==> config.mk <==
export PLATFORM = sky130hd
export DESIGN_NAME = fft_mem_sequencer
export DESIGN_NICKNAME = d
export VERILOG_FILES = /design/src/rtl/fft_mem_sequencer.sv
export SDC_FILE = /design/constraint.sdc
export NUM_CORES = 1
export LEC_CHECK = 0
export CORE_MARGIN = 2
export CORE_UTILIZATION = 30
export DETAILED_ROUTE_END_ITERATION = 7
export PLACE_DENSITY = 0.54
export SLEW_MARGIN = 40
export SYNTH_ARGS = -nofsm -noshare
export SYNTH_HDL_FRONTEND = slang
export SYNTH_SLANG_ARGS = --single-unit
==> constraint.sdc <==
create_clock -name clk -period 1.4 [get_ports clk]
set_input_delay 0.28 -clock clk [delete_from_list [all_inputs] [get_ports clk]]
set_output_delay 0.28 -clock clk [all_outputs]
set_load 0.05 [all_outputs]
==> src/rtl/fft_mem_sequencer.sv <==
// Frame sequencer for the ping-pong FFT memory pair: load into mem0, run
// NUM_STAGES alternating butterfly passes, then stream the result out of mem0.
module fft_mem_sequencer #(
  parameter int unsigned NUM_STAGES   = 12,
  parameter int unsigned DRAIN_CYCLES = 3,
  parameter int unsigned STAGE_WIDTH  = 4
) (
  input  logic                   clk,
  input  logic                   rst,
  input  logic                   start,
  input  logic                   rx_done,
  input  logic                   stage_done,
  input  logic                   tx_done,
  output logic                   axis_rx,
  output logic                   axis_tx,
  output logic                   wmem_id,
  output logic                   rmem_id,
  output logic                   stage_start,
  output logic [STAGE_WIDTH-1:0] stage_idx,
  output logic                   busy,
  output logic                   done,
  output logic                   err,
  output logic [15:0]            frame_count
);

  localparam logic [2:0] S_IDLE   = 3'd0;
  localparam logic [2:0] S_RX     = 3'd1;
  localparam logic [2:0] S_SSTART = 3'd2;
  localparam logic [2:0] S_SRUN   = 3'd3;
  localparam logic [2:0] S_DRAIN  = 3'd4;
  localparam logic [2:0] S_NEXT   = 3'd5;
  localparam logic [2:0] S_TX     = 3'd6;
  localparam logic [2:0] S_DONE   = 3'd7;

  localparam int unsigned DW = (DRAIN_CYCLES > 1) ? $clog2(DRAIN_CYCLES) : 1;
  localparam logic [DW-1:0] DRAIN_LOAD =
    DW'((DRAIN_CYCLES > 0) ? (DRAIN_CYCLES - 1) : 0);
  localparam logic [STAGE_WIDTH-1:0] LAST_STAGE = STAGE_WIDTH'(NUM_STAGES - 1);

  logic [2:0]             state, state_n;
  logic [STAGE_WIDTH-1:0] stage_n;
  logic [DW-1:0]          drain_cnt, drain_n;
  logic                   pass_end;
  logic                   proto_err;
  logic                   in_pass;

  // Between passes the NEXT state holds the old memory roles for one cycle so
  // the swap coincides with the following stage_start pulse.
  always_comb begin
    state_n  = state;
    stage_n  = stage_idx;
    drain_n  = drain_cnt;
    pass_end = 1'b0;
    case (state)
      S_IDLE:   if (start) state_n = S_RX;
      S_RX: begin
        if (rx_done) begin
          state_n = S_SSTART;
          stage_n = '0;
        end
      end
      S_SSTART: state_n = S_SRUN;
      S_SRUN: begin
        if (stage_done) begin
          if (DRAIN_CYCLES == 0) begin
            pass_end = 1'b1;
          end else begin
            state_n = S_DRAIN;
            drain_n = DRAIN_LOAD;
          end
        end
      end
      S_DRAIN: begin
        if (drain_cnt == '0) pass_end = 1'b1;
        else                 drain_n  = drain_cnt - 1'b1;
      end
      S_NEXT: begin
        state_n = S_SSTART;
        stage_n = stage_idx + 1'b1;
      end
      S_TX:     if (tx_done) state_n = S_DONE;
      S_DONE:   state_n = S_IDLE;
      default:  state_n = S_IDLE;
    endcase
    if (pass_end) state_n = (stage_idx == LAST_STAGE) ? S_TX : S_NEXT;
  end

  assign proto_err = (rx_done    && (state != S_RX))   ||
                     (stage_done && (state != S_SRUN)) ||
                     (tx_done    && (state != S_TX));

  always_ff @(posedge clk) begin
    if (rst) begin
      state       <= S_IDLE;
      stage_idx   <= '0;
      drain_cnt   <= '0;
      err         <= 1'b0;
      frame_count <= '0;
    end else begin
      state     <= state_n;
      stage_idx <= stage_n;
      drain_cnt <= drain_n;
      err       <= ((state == S_IDLE && start) ? 1'b0 : err) | proto_err;
      if (state == S_TX && tx_done) frame_count <= frame_count + 1'b1;
    end
  end

  always_comb begin
    in_pass     = (state == S_SSTART) || (state == S_SRUN) ||
                  (state == S_DRAIN)  || (state == S_NEXT);
    busy        = (state != S_IDLE);
    axis_rx     = (state == S_RX);
    axis_tx     = (state == S_TX);
    stage_start = (state == S_SSTART);
    done        = (state == S_DONE);
    rmem_id     = in_pass &  stage_idx[0];
    wmem_id     = in_pass & ~stage_idx[0];
  end

endmodule

==> implementation parameters, run 1 <==
Parameter                              Value

Global route
  Initial antenna violation count    0
  Global-route congestion overflow total    0
  Total Routing Usage GR    16.7%
  Largest net degree at the start of global routing    15
  First-pass GRT wire length    7.11 mm
  Number of global-route vias before repair    1,548

Routing
  Routed wire length    4.32 mm
  Average routed wire per standard cell    14.6 um
  ANT nets after route    0
  Detailed-routing iteration count for the pre-antenna-repair pass    4
  Iter 0 DRT Violations    28
  Routed vias    1,500
  Via density    5.05
  Remaining DRCs    0

Worst setup path
  Worst Path Required    1120 ps
  FF-to-FF Start    state[1]$_SDFFE_PP0P_
  Setup crit end kind    output port
  Critical path type    register to output port
  Largest fanout of any net on the critical path    3
  Critical path startpoint category    register
  Worst setup slack for register-to-register paths    -160 ps
  R2r endpoint    state[0]$_SDFFE_PP0P_
  Cell count of the worst reg-to-reg path    6
  Data arrival at the endpoint of the critical path    1290 ps

Power
  LEAKAGE    1.22 nW
  Switching power    1.09 mW
  Worst vdd ir    767 uV
  Internal Pwr Total    1.92 mW
  Sequential fraction of design power    27.5%
  Net Sw Frac    36.2%
  Relative contribution of the clock network to total power    14.6%
  Comb power frac    57.9%
  Areal power density over the cells    1050 nW/um2

Clock network
  Clock latency reported for the late side of the worst-skew pair    270 ps
  Clock-pin slew of the registers on the worst-case setup and hold paths    90 ps
  Number of hold buffers added after cts    0
  Number of clock buffers inserted by TritonCTS    3
  Depth of the CTS H-tree    1
  Maximum clock insertion buffer count    2
  TritonCTS clock tree    built
  TritonCTS sink count    26
  Clock root cell    clkbuf_8

Synthesis
  Most used standard cells in the synthesized netlist    dfxtp_1, nor2_1, a21oi_1, nand2_1, xnor2_1
  Number of synthesized flops with an enable pin    0
  Share of the yosys chip area belonging to registers    35.7%
  Warning count from the yosys run    0
  Post-synth top area cell    dfxtp_1
  Number of instances in the synthesized netlist    165
  Mean instance size in the synthesized netlist    8.83 um2
  Leading post-synthesis cells by cell area    dfxtp_1, nor2_1, xnor2_1
  Library cells used by synthesis    39
  Combined area of all synthesized cells    1460 um2
  Register bit total from synthesis    26
  Proportion of synthesized flip-flops having asynchronous set or reset    0%
  Top-area cell type share of the netlist area    35.7%
  Most repeated cell in the gate-level netlist after synthesis    dfxtp_1
  Syn Nets    174
  Top flip-flop cell by instance count after synthesis    dfxtp_1

Hold path
  Hold path depth    2
  Hold Startpoint    stage_idx[3]$_SDFFE_PP0P_
  Min-Delay Endpoint    stage_idx[3]$_SDFFE_PP0P_
  Hold Crit Class    register to register

Placement
  DPL Wire Length    2.96 mm
  Routability Congestion    0.894
  Dpl cell area    2430 um2
  Buffers added on ports    33

Timing
  Pins over their slew limit    0
  Endpoints failing hold    0
  Worst slew margin relative to its limit    73.4%
  Peak Freq    0.639 GHz
  Period utilization    112%
  Tmin final    1570 ps
  Slew of the pin with the lowest slew margin    398 ps
  Min setup slack post-route    -165 ps
  Final setup skew    3.88 ps
  Worst hold-check slack    510 ps
  Setup violations, final    20
  Unrepaired setup endpoints after global routing    yes

Floorplanning
  I/O pin cnt    34
  Core box area    4690 um2
  Number of rows created at floorplan    25
  Floorplan die area    5430 um2
  Starting Density    31.1%
  Die outline width    73.7 um
  Die height    73.7 um

Final layout
  Total of fill cells in the finished design    376
  Area taken by flip-flops and latches    573 um2
  Layout area overhead    96.9%
  Util after Layout    61.2%
  # nets final    253
  Area of the multi-input gates    1120 um2
  Count of antenna diodes in the layout    0
  Share of post-route cells with drive strength above 1    59.3%
  Post-route standard cell area excluding fillers    2870 um2

Flow run
  Max-cap violations    0

Status
  Violations in the final reports    negative setup slack
  Run status    finished, violations left
cells by family after synthesis:
| group | share of synthesized area [%] |
|---|---|
| buffers and inverters | 4.81 |
| XOR/XNOR | 7.21 |
| multiplexers | 4.21 |
| adder cells (fa/ha/maj) | 2.58 |
| AND/OR/NAND/NOR | 33.9 |
| AO/OA/AOI/OAI | 11.6 |
| flip-flops | 35.7 |
final cells by class:
| type | instances | share of cell area, % |
|---|---|---|
| Clock buffer | 4 | 1.57 |
| Inverter | 5 | 0.654 |
| Multi-Input combinational cell | 125 | 39.1 |
| Sequential cell | 26 | 20.0 |
| Tap cell | 54 | 2.35 |
| Timing Repair Buffer | 83 | 36.3 |
power groups by stage:
stage	sequential [mW]	combinational [mW]	clock [mW]
after floorplan	0.832	0.739	0
after global placement	0.844	1.25	0
after detailed placement	0.844	1.27	0
after CTS	0.821	1.59	0.461
after global routing	0.828	1.83	0.501
final	0.829	1.75	0.441
worst max-delay path by stage:
stage | startpoint | to | slack (ps)
detailed placement | tx_done | frame_count[13]$_SDFFE_PP0P_ | -550
finish | state[1]$_SDFFE_PP0P_ | busy | -170
CTS | state[1]$_SDFFE_PP0P_ | busy | -170
global route | state[0]$_SDFFE_PP0P_ | stage_start | -200
global placement | tx_done | frame_count[13]$_SDFFE_PP0P_ | -460
floorplan | frame_count[1]$_SDFFE_PP0P_ | frame_count[14]$_SDFFE_PP0P_ | -10
sequential cells by signal (all words and copies together), names as in the netlist:
register and cells:
state 3, drain_cnt 2, err 1, frame_count 16, stage_idx 4
critical path, stage by stage (launching register included):
cell and delay [ps]:
dfxtp_4 370, buf_6 110, or3_4 380, buf_12 160
layer usage:
metal	up-vias	GRT usage (%)	wire length [um]
met1	725	18.8	1710
met5	-	0	0
met3	6	2.19	136
li1	737	-	-
met4	0	5.05	61
met2	32	32.0	2410
repair_timing:
action | in CTS | in global routing
setup buffers | 9 | 9
setup endpoints to repair | 24 | 30
pin swaps | 22 | 16
resized for setup | 40 | 16
cells in the final DEF, fill, tap and decap left out, drive strengths merged, types with 2 or more instances in the layout:
| cell type | count |
|---|---|
| dfxtp | 26 |
| nor2b | 5 |
| clkbuf | 4 |
| nand3b | 2 |
| inv | 5 |
| and2 | 5 |
| nand3 | 4 |
| nor3b | 3 |
| nand4 | 4 |
| buf | 78 |
| ha | 3 |
| xor2 | 3 |
| and4b | 2 |
| nor3 | 5 |
| xnor2 | 9 |
| nand2 | 11 |
| a31oi | 2 |
| a31o | 3 |
| and3 | 3 |
| mux2i | 5 |
| a21oi | 11 |
| clkdlybuf4s50 | 4 |
| nor2 | 23 |
| nor4 | 5 |
| or3 | 3 |
| o21ai | 5 |
through the flow:
step	total power, mW	worst slack [ps]	instances	TNS (ps)
after floorplan	1.57	-10.8	165	-10.8
after global placement	2.09	-462	275	-6150
after detailed placement	2.12	-546	275	-7100
after CTS	2.87	-175	288	-1560
after global routing	3.16	-199	297	-3170
final	3.02	-165	297	-1720
Note: power is estimated with default switching activity, not from simulation.
==> run 2: changes to the inputs <==
==> constraint.sdc (replaced) <==
create_clock -name clk -period 1.4 [get_ports clk]
set_input_delay 0.28 -clock clk [delete_from_list [all_inputs] [get_ports clk]]
set_output_delay 0.28 -clock clk [all_outputs]
set_load 0.1 [all_outputs]
==> run 2 against run 1 <==
The run still ends with negative setup slack left. Routed wire length fell by 2.4%. Highest routed layer unchanged. Clock-buffer cell count did not move. Critical path depth did not move. Sequential share of layout area rose by 0.62 points. Register-to-register slack improved by 30 ps. Worst setup slack got worse by 35 ps. Cell area fell by 0.26%. Via count fell by 0.33%. Cell count did not move.
==> implementation parameters, run 2 (synthesis gave the netlist of run 1 again) <==
Parameter                              Value

Status
  Run status    finished, violations left (unchanged)
  Violations in the final reports    negative setup slack (unchanged)

Final layout
  Reg with most FFs    frame_count (unchanged)
  Count of antenna diodes in the layout    0 (unchanged)
  Most common cell after layout, fill and taps aside    buf_4 (unchanged)
  Util after Layout    61.0% (was 61.2%)
  Highest-count cells in the layout ignoring fill and taps    buf_4, buf_12, nor2_1, dfxtp_4, buf_6 (was buf_4, buf_12, nor2_1, dfxtp_4)
  Max reg flops    16 (unchanged)
  # nets final    253 (unchanged)
  Top Registers    frame_count x16, stage_idx x4, state x3 (unchanged)
  Layout area overhead    96.4% (was 96.9%)
  Share of post-route cells with drive strength above 1    58.8% (was 59.3%)

Routing
  Routed wire length    4.22 mm (was 4.32 mm)
  Via density    5.03 (was 5.05)
  Routed vias    1,495 (was 1,500)
  Detailed-routing iteration count for the pre-antenna-repair pass    4 (unchanged)
  Remaining DRCs    0 (unchanged)
  Average routed wire per standard cell    14.2 um (was 14.6 um)
  Iter 0 DRT Violations    48 (was 28)
  ANT nets after route    0 (unchanged)

Global route
  Total Routing Usage GR    16.2% (was 16.7%)
  Largest net degree at the start of global routing    15 (unchanged)
  Initial antenna violation count    0 (unchanged)
  Global-route congestion overflow total    0 (unchanged)
  Number of global-route vias before repair    1,480 (was 1,548)
  First-pass GRT wire length    6.97 mm (was 7.11 mm)

Hold path
  Hold Crit Class    register to register (unchanged)

Clock network
  Clock root cell    clkbuf_8 (unchanged)
  Number of clock buffers inserted by TritonCTS    3 (unchanged)
  Number of hold buffers added after cts    0 (unchanged)
  Maximum clock insertion buffer count    2 (unchanged)
  TritonCTS sink count    26 (unchanged)
  TritonCTS clock tree    built (unchanged)
  Clock-pin slew of the registers on the worst-case setup and hold paths    90 ps (about the same)
  Clock latency reported for the late side of the worst-skew pair    270 ps (about the same)
  Depth of the CTS H-tree    1 (unchanged)

Timing
  Worst slew margin relative to its limit    71.3% (was 73.4%)
  Peak Freq    0.625 GHz (was 0.639 GHz)
  Min setup slack post-route    -201 ps (was -165 ps)
  Setup violations, final    16 (was 20)
  Endpoints failing hold    0 (unchanged)
  Pins over their slew limit    0 (unchanged)
  Final setup skew    1.61 ps (was 3.88 ps)
  Period utilization    114% (was 112%)
  Unrepaired setup endpoints after global routing    yes (unchanged)
  Tmin final    1600 ps (was 1570 ps)
  Slew of the pin with the lowest slew margin    429 ps (was 398 ps)

Worst setup path
  Worst setup slack for register-to-register paths    -130 ps (was -160 ps)
  Setup crit end kind    output port (unchanged)
  Largest fanout of any net on the critical path    4 (was 3)
  Critical path type    register to output port (unchanged)
  Ordered cell list for the critical path    buf_6 -> or3_4 -> buf_12 (unchanged)
  Cell with the largest stage delay on the worst path    or3_4 (unchanged)
  CP max stage delay    400 ps (was 380 ps)
  Worst Path Required    1120 ps (about the same)
  Critical path startpoint category    register (unchanged)
  Data arrival at the endpoint of the critical path    1320 ps (was 1290 ps)

Power
  Comb power frac    60.0% (was 57.9%)
  Net Sw Frac    41.2% (was 36.2%)
  Worst vdd ir    643 uV (was 767 uV)
  Areal power density over the cells    1110 nW/um2 (was 1050 nW/um2)
  Internal Pwr Total    1.87 mW (was 1.92 mW)
  Sequential fraction of design power    26.1% (was 27.5%)
  Switching power    1.31 mW (was 1.09 mW)
  Relative contribution of the clock network to total power    14.0% (was 14.6%)
  LEAKAGE    1.23 nW (was 1.22 nW)
  Pwr Total    3.19 mW (was 3.02 mW)

Floorplanning
  Floorplan die area    5430 um2 (unchanged)
  Number of rows created at floorplan    25 (unchanged)
  Starting Density    31.1% (unchanged)
  I/O pin cnt    34 (unchanged)
  Die height    73.7 um (unchanged)
  Die outline width    73.7 um (unchanged)
  Core box area    4690 um2 (unchanged)

Placement
  Buffers added on ports    33 (unchanged)
  Routability Congestion    0.818 (was 0.894)
  DPL Wire Length    2.97 mm (was 2.96 mm)

Flow run
  Max-cap violations    0 (unchanged)
==> run 2: changes by cell type in the layout (fill, tap and decap cells not counted), moves of 2 or more <==
| cell | change |
|---|---|
| dfxtp_4 | +5 |
| o21ai_0 | +2 |
| dfxtp_1 | -3 |
| dfxtp_2 | -2 |
| buf_4 | -3 |
| o21ai_1 | -2 |
| buf_6 | +3 |
==> run 2: final timing paths <==
| check | start | cells after the start | endpoint |
|---|---|---|---|
| max | state[2]$_SDFFE_PP0P_ | 3 | busy |
| min | drain_cnt[1]$_SDFFE_PP0P_ | 2 | drain_cnt[1]$_SDFFE_PP0P_ |
| max reg2reg | state[1]$_SDFFE_PP0P_ | 6 | frame_count[14]$_SDFFE_PP0P_ |
| min reg2reg | drain_cnt[1]$_SDFFE_PP0P_ | 2 | drain_cnt[1]$_SDFFE_PP0P_ |
==> run 2: per-layer routing <==
layer | share of wire [%] | GRT usage [%] | routed length [um] | vias to the layer above
li1 | - | - | - | 742
met1 | 40 | 18.9 | 1670 | 717
met2 | 55 | 29.9 | 2340 | 30
met3 | 3.5 | 2.88 | 148 | 6
met4 | 1.4 | 4.85 | 61 | 0
met5 | 0 | 0 | 0 | -
==> run 2: timing repair <==
item                       in CTS  in global routing
setup endpoints to repair      23                 27
pin swaps                      24                 16
gates resized for setup        32                 19
buffers inserted               12                  9
gates cloned                    0                  0
==> run 2: cell type report <==
type | count | area, um2
timing repair buffer | 83 | 1050
sequential | 26 | 589
inverter | 5 | 18.8
tap | 54 | 67.6
multi-input combinational | 125 | 1090
clock buffer | 4 | 45.0
fill | 381 | 1830
==> run 2: critical path, delay by kind of cell (launching register included) <==
kind | cells | cell delay (ps)
and+or+nand+nor | 1 | 400
DFF | 1 | 350
buffers and inverters | 2 | 300
==> run 2: power by group through the flow <==
stage	Clock, mW	Sequential (mW)	Combinational, mW
final	0.445	0.830	1.91
after global routing	0.487	0.837	1.99
after CTS	0.457	0.824	1.78
after detailed placement	0	0.853	1.54
after global placement	0	0.849	1.53
after floorplan	0	0.847	0.992
==> run 2: stage by stage <==
stage	cell area (um2)	cells	setup TNS, ps	hold WS, ps	worst slack (ps)
final	2860	297	-1780	501	-201
after detailed placement	2450	273	-7010	485	-502
after floorplan	1610	165	-1360	444	-317
after global placement	2450	273	-6220	478	-450
after CTS	2720	288	-1740	507	-214
after global routing	2860	297	-3020	548	-230
==> run 3: changes to the inputs <==
Settings changed: CORE_UTILIZATION 30 to 44, PLACE_DENSITY 0.54 to 0.74.
==> run 3 against run 2 <==
The run still ends with negative setup slack left. First-iteration DRC count rose to 3.5 times the previous value. Sequential share of layout area shrank 0.52 points. Fmax decreased by 8.3%. Global-route usage grew 14 points. Die area fell by 30%. Clock-buffer cell count unchanged. Largest power group unchanged. Highest routed layer unchanged.
==> implementation parameters, run 3 (synthesis gave the netlist of run 1 again) <==
Parameter                              Value

Power
  Sequential fraction of design power    24.6% (was 26.1%)
  Internal Pwr Total    1.87 mW (about the same)
  Switching power    1.51 mW (was 1.31 mW)
  Net Sw Frac    44.7% (was 41.2%)
  Comb power frac    62.6% (was 60.0%)
  Worst vdd ir    1300 uV (was 643 uV)
  LEAKAGE    1.26 nW (was 1.23 nW)
  Pwr Total    3.38 mW (was 3.19 mW)
  Relative contribution of the clock network to total power    12.8% (was 14.0%)
  Areal power density over the cells    1150 nW/um2 (was 1110 nW/um2)

Floorplanning
  Starting Density    47.0% (was 31.1%)
  Number of rows created at floorplan    20 (was 25)
  Floorplan die area    3790 um2 (was 5430 um2)
  Die outline width    61.6 um (was 73.7 um)
  Core box area    3100 um2 (was 4690 um2)
  I/O pin cnt    34 (unchanged)
  Die height    61.6 um (was 73.7 um)

Final layout
  Max reg flops    16 (unchanged)
  Area of the multi-input gates    1140 um2 (was 1090 um2)
  Area taken by flip-flops and latches    591 um2 (was 589 um2)
  Reg with most FFs    frame_count (unchanged)
  Highest-count cells in the layout ignoring fill and taps    buf_4, buf_12, nor2_1, dfxtp_4, buf_6 (unchanged)
  Total of fill cells in the finished design    85 (was 381)
  Most common cell after layout, fill and taps aside    buf_4 (unchanged)
  Count of placed standard cells in the final layout, fillers left out    289 (was 297)
  Share of post-route cells with drive strength above 1    60.0% (was 58.8%)
  Layout area overhead    102% (was 96.4%)
  Count of antenna diodes in the layout    0 (unchanged)
  # nets final    255 (was 253)
  Util after Layout    94.8% (was 61.0%)
  Top Registers    frame_count x16, stage_idx x4, state x3 (unchanged)

Global route
  Total Routing Usage GR    30.5% (was 16.2%)
  Number of global-route vias before repair    1,692 (was 1,480)
  Initial antenna violation count    0 (unchanged)
  First-pass GRT wire length    8.38 mm (was 6.97 mm)
  Global-route congestion overflow total    0 (unchanged)
  Largest net degree at the start of global routing    15 (unchanged)

Routing
  Routed wire length    7.54 mm (was 4.22 mm)
  Via density    6.41 (was 5.03)
  ANT nets after route    0 (unchanged)
  Average routed wire per standard cell    26.1 um (was 14.2 um)
  Remaining DRCs    0 (unchanged)
  Routed vias    1,853 (was 1,495)
  Detailed-routing iteration count for the pre-antenna-repair pass    5 (was 4)
  Iter 0 DRT Violations    169 (was 48)

Status
  Violations in the final reports    negative setup slack (unchanged)
  Run status    finished, violations left (unchanged)

Timing
  Unrepaired setup endpoints after global routing    yes (unchanged)
  Pins over their slew limit    0 (unchanged)
  Worst hold-check slack    514 ps (was 501 ps)
  Period utilization    125% (was 114%)
  Slew of the pin with the lowest slew margin    427 ps (was 429 ps)
  Endpoints failing hold    0 (unchanged)
  Worst slew margin relative to its limit    71.5% (was 71.3%)
  Min setup slack post-route    -346 ps (was -201 ps)
  Final setup skew    10.2 ps (was 1.61 ps)
  Peak Freq    0.573 GHz (was 0.625 GHz)
  Setup violations, final    30 (was 16)
  Tmin final    1750 ps (was 1600 ps)

Flow run
  Max-cap violations    0 (unchanged)

Worst setup path
  R2r endpoint    state[0]$_SDFFE_PP0P_ (was frame_count[14]$_SDFFE_PP0P_)
  Worst Path Required    1670 ps (was 1120 ps)
  FF-to-FF Start    drain_cnt[1]$_SDFFE_PP0P_ (was state[1]$_SDFFE_PP0P_)
  Data arrival at the endpoint of the critical path    2010 ps (was 1320 ps)
  Worst setup slack for register-to-register paths    -350 ps (was -130 ps)
  Critical path type    register to register (was register to output port)
  Worst setup path end    state[0]$_SDFFE_PP0P_ (was busy)
  Largest fanout of any net on the critical path    3 (was 4)
  Source of the critical timing path    drain_cnt[1]$_SDFFE_PP0P_ (was state[2]$_SDFFE_PP0P_)
  Cell count of the worst reg-to-reg path    5 (was 6)
  Setup crit end kind    register (was output port)
  Critical path startpoint category    register (unchanged)

Clock network
  Clock root cell    clkbuf_4 (was clkbuf_8)
  Number of clock buffers inserted by TritonCTS    3 (unchanged)
  TritonCTS clock tree    built (unchanged)
  TritonCTS sink count    26 (unchanged)
  Maximum clock insertion buffer count    2 (unchanged)
  Clock latency reported for the late side of the worst-skew pair    350 ps (was 270 ps)
  Depth of the CTS H-tree    1 (unchanged)
  Clock-pin slew of the registers on the worst-case setup and hold paths    170 ps (was 90 ps)

Placement
  Routability Congestion    0.820 (was 0.818)
  Buffers added on ports    33 (unchanged)
  DPL Wire Length    2.93 mm (was 2.97 mm)
  Number of instances in the placed design    258 (was 273)

Hold path
  Hold Crit Class    input port to register (was register to register)
[run 3: cell count changes in the layout (fill, tap and decap cells not counted), sizes merged]
cell	change
buf	+2
[run 3: how the worst min path moves through the flow]
stage	end	slack (ps)	from	cells after the start
after floorplan	state[2]$_SDFFE_PP0P_	440	stage_done	2
after global placement	drain_cnt[1]$_SDFFE_PP0P_	480	drain_cnt[1]$_SDFFE_PP0P_	2
final	err$_SDFF_PP0_	510	tx_done	3
after detailed placement	stage_idx[3]$_SDFFE_PP0P_	490	stage_idx[3]$_SDFFE_PP0P_	2
after CTS	err$_SDFF_PP0_	480	tx_done	3
after global routing	err$_SDFF_PP0_	530	tx_done	3
[run 3: power by group through the flow]
stage | Sequential [mW] | Clock [mW] | Combinational, mW
2_1_floorplan | 0.847 | 0 | 0.992
3_3_place_gp | 0.856 | 0 | 1.45
3_5_place_dp | 0.857 | 0 | 1.47
4_1_cts | 0.820 | 0.401 | 1.83
5_1_grt | 0.831 | 0.449 | 2.15
6_report | 0.833 | 0.432 | 2.11
[run 3: repair_timing]
item | 4_1_cts | 5_1_grt
setup buffers | 22 | 7
pin swaps | 25 | 15
hold buffers | 0 | 0
setup endpoints to repair | 19 | 32
resized for setup | 39 | 26
[run 3: layer usage]
metal  wire length (um)  global-route usage [%]  share of wire, %
met5                  0                       0                 0
met3                583                    5.04               7.7
met2               3880                    54.9                51
met4                578                    12.5               7.7
met1               2500                    35.6                33
[run 3: critical path: stages, from the launching register on]
cell      delay (ps)
dfxtp_1          360
inv_1             80
ha_1             260
mux2i_1          130
a221oi_2         450
mux2_2           380
[run 3: area by class of cell]
type,count,area share (%)
flip-flops and latches,26,20.1
multi-input cells,125,38.8
clock buffers,4,1.23
inverters,5,0.638
repair buffers,85,37.4
well taps,44,1.87
[run 3: metrics by stage]
| stage | TNS, ps | instance area [um2] | worst slack [ps] |
|---|---|---|---|
| after floorplan | -1360 | 1610 | -317 |
| after global routing | -6020 | 2940 | -423 |
| after detailed placement | -7040 | 2410 | -537 |
| after global placement | -5800 | 2410 | -446 |
| final | -4830 | 2940 | -346 |
| after CTS | -2360 | 2780 | -289 |
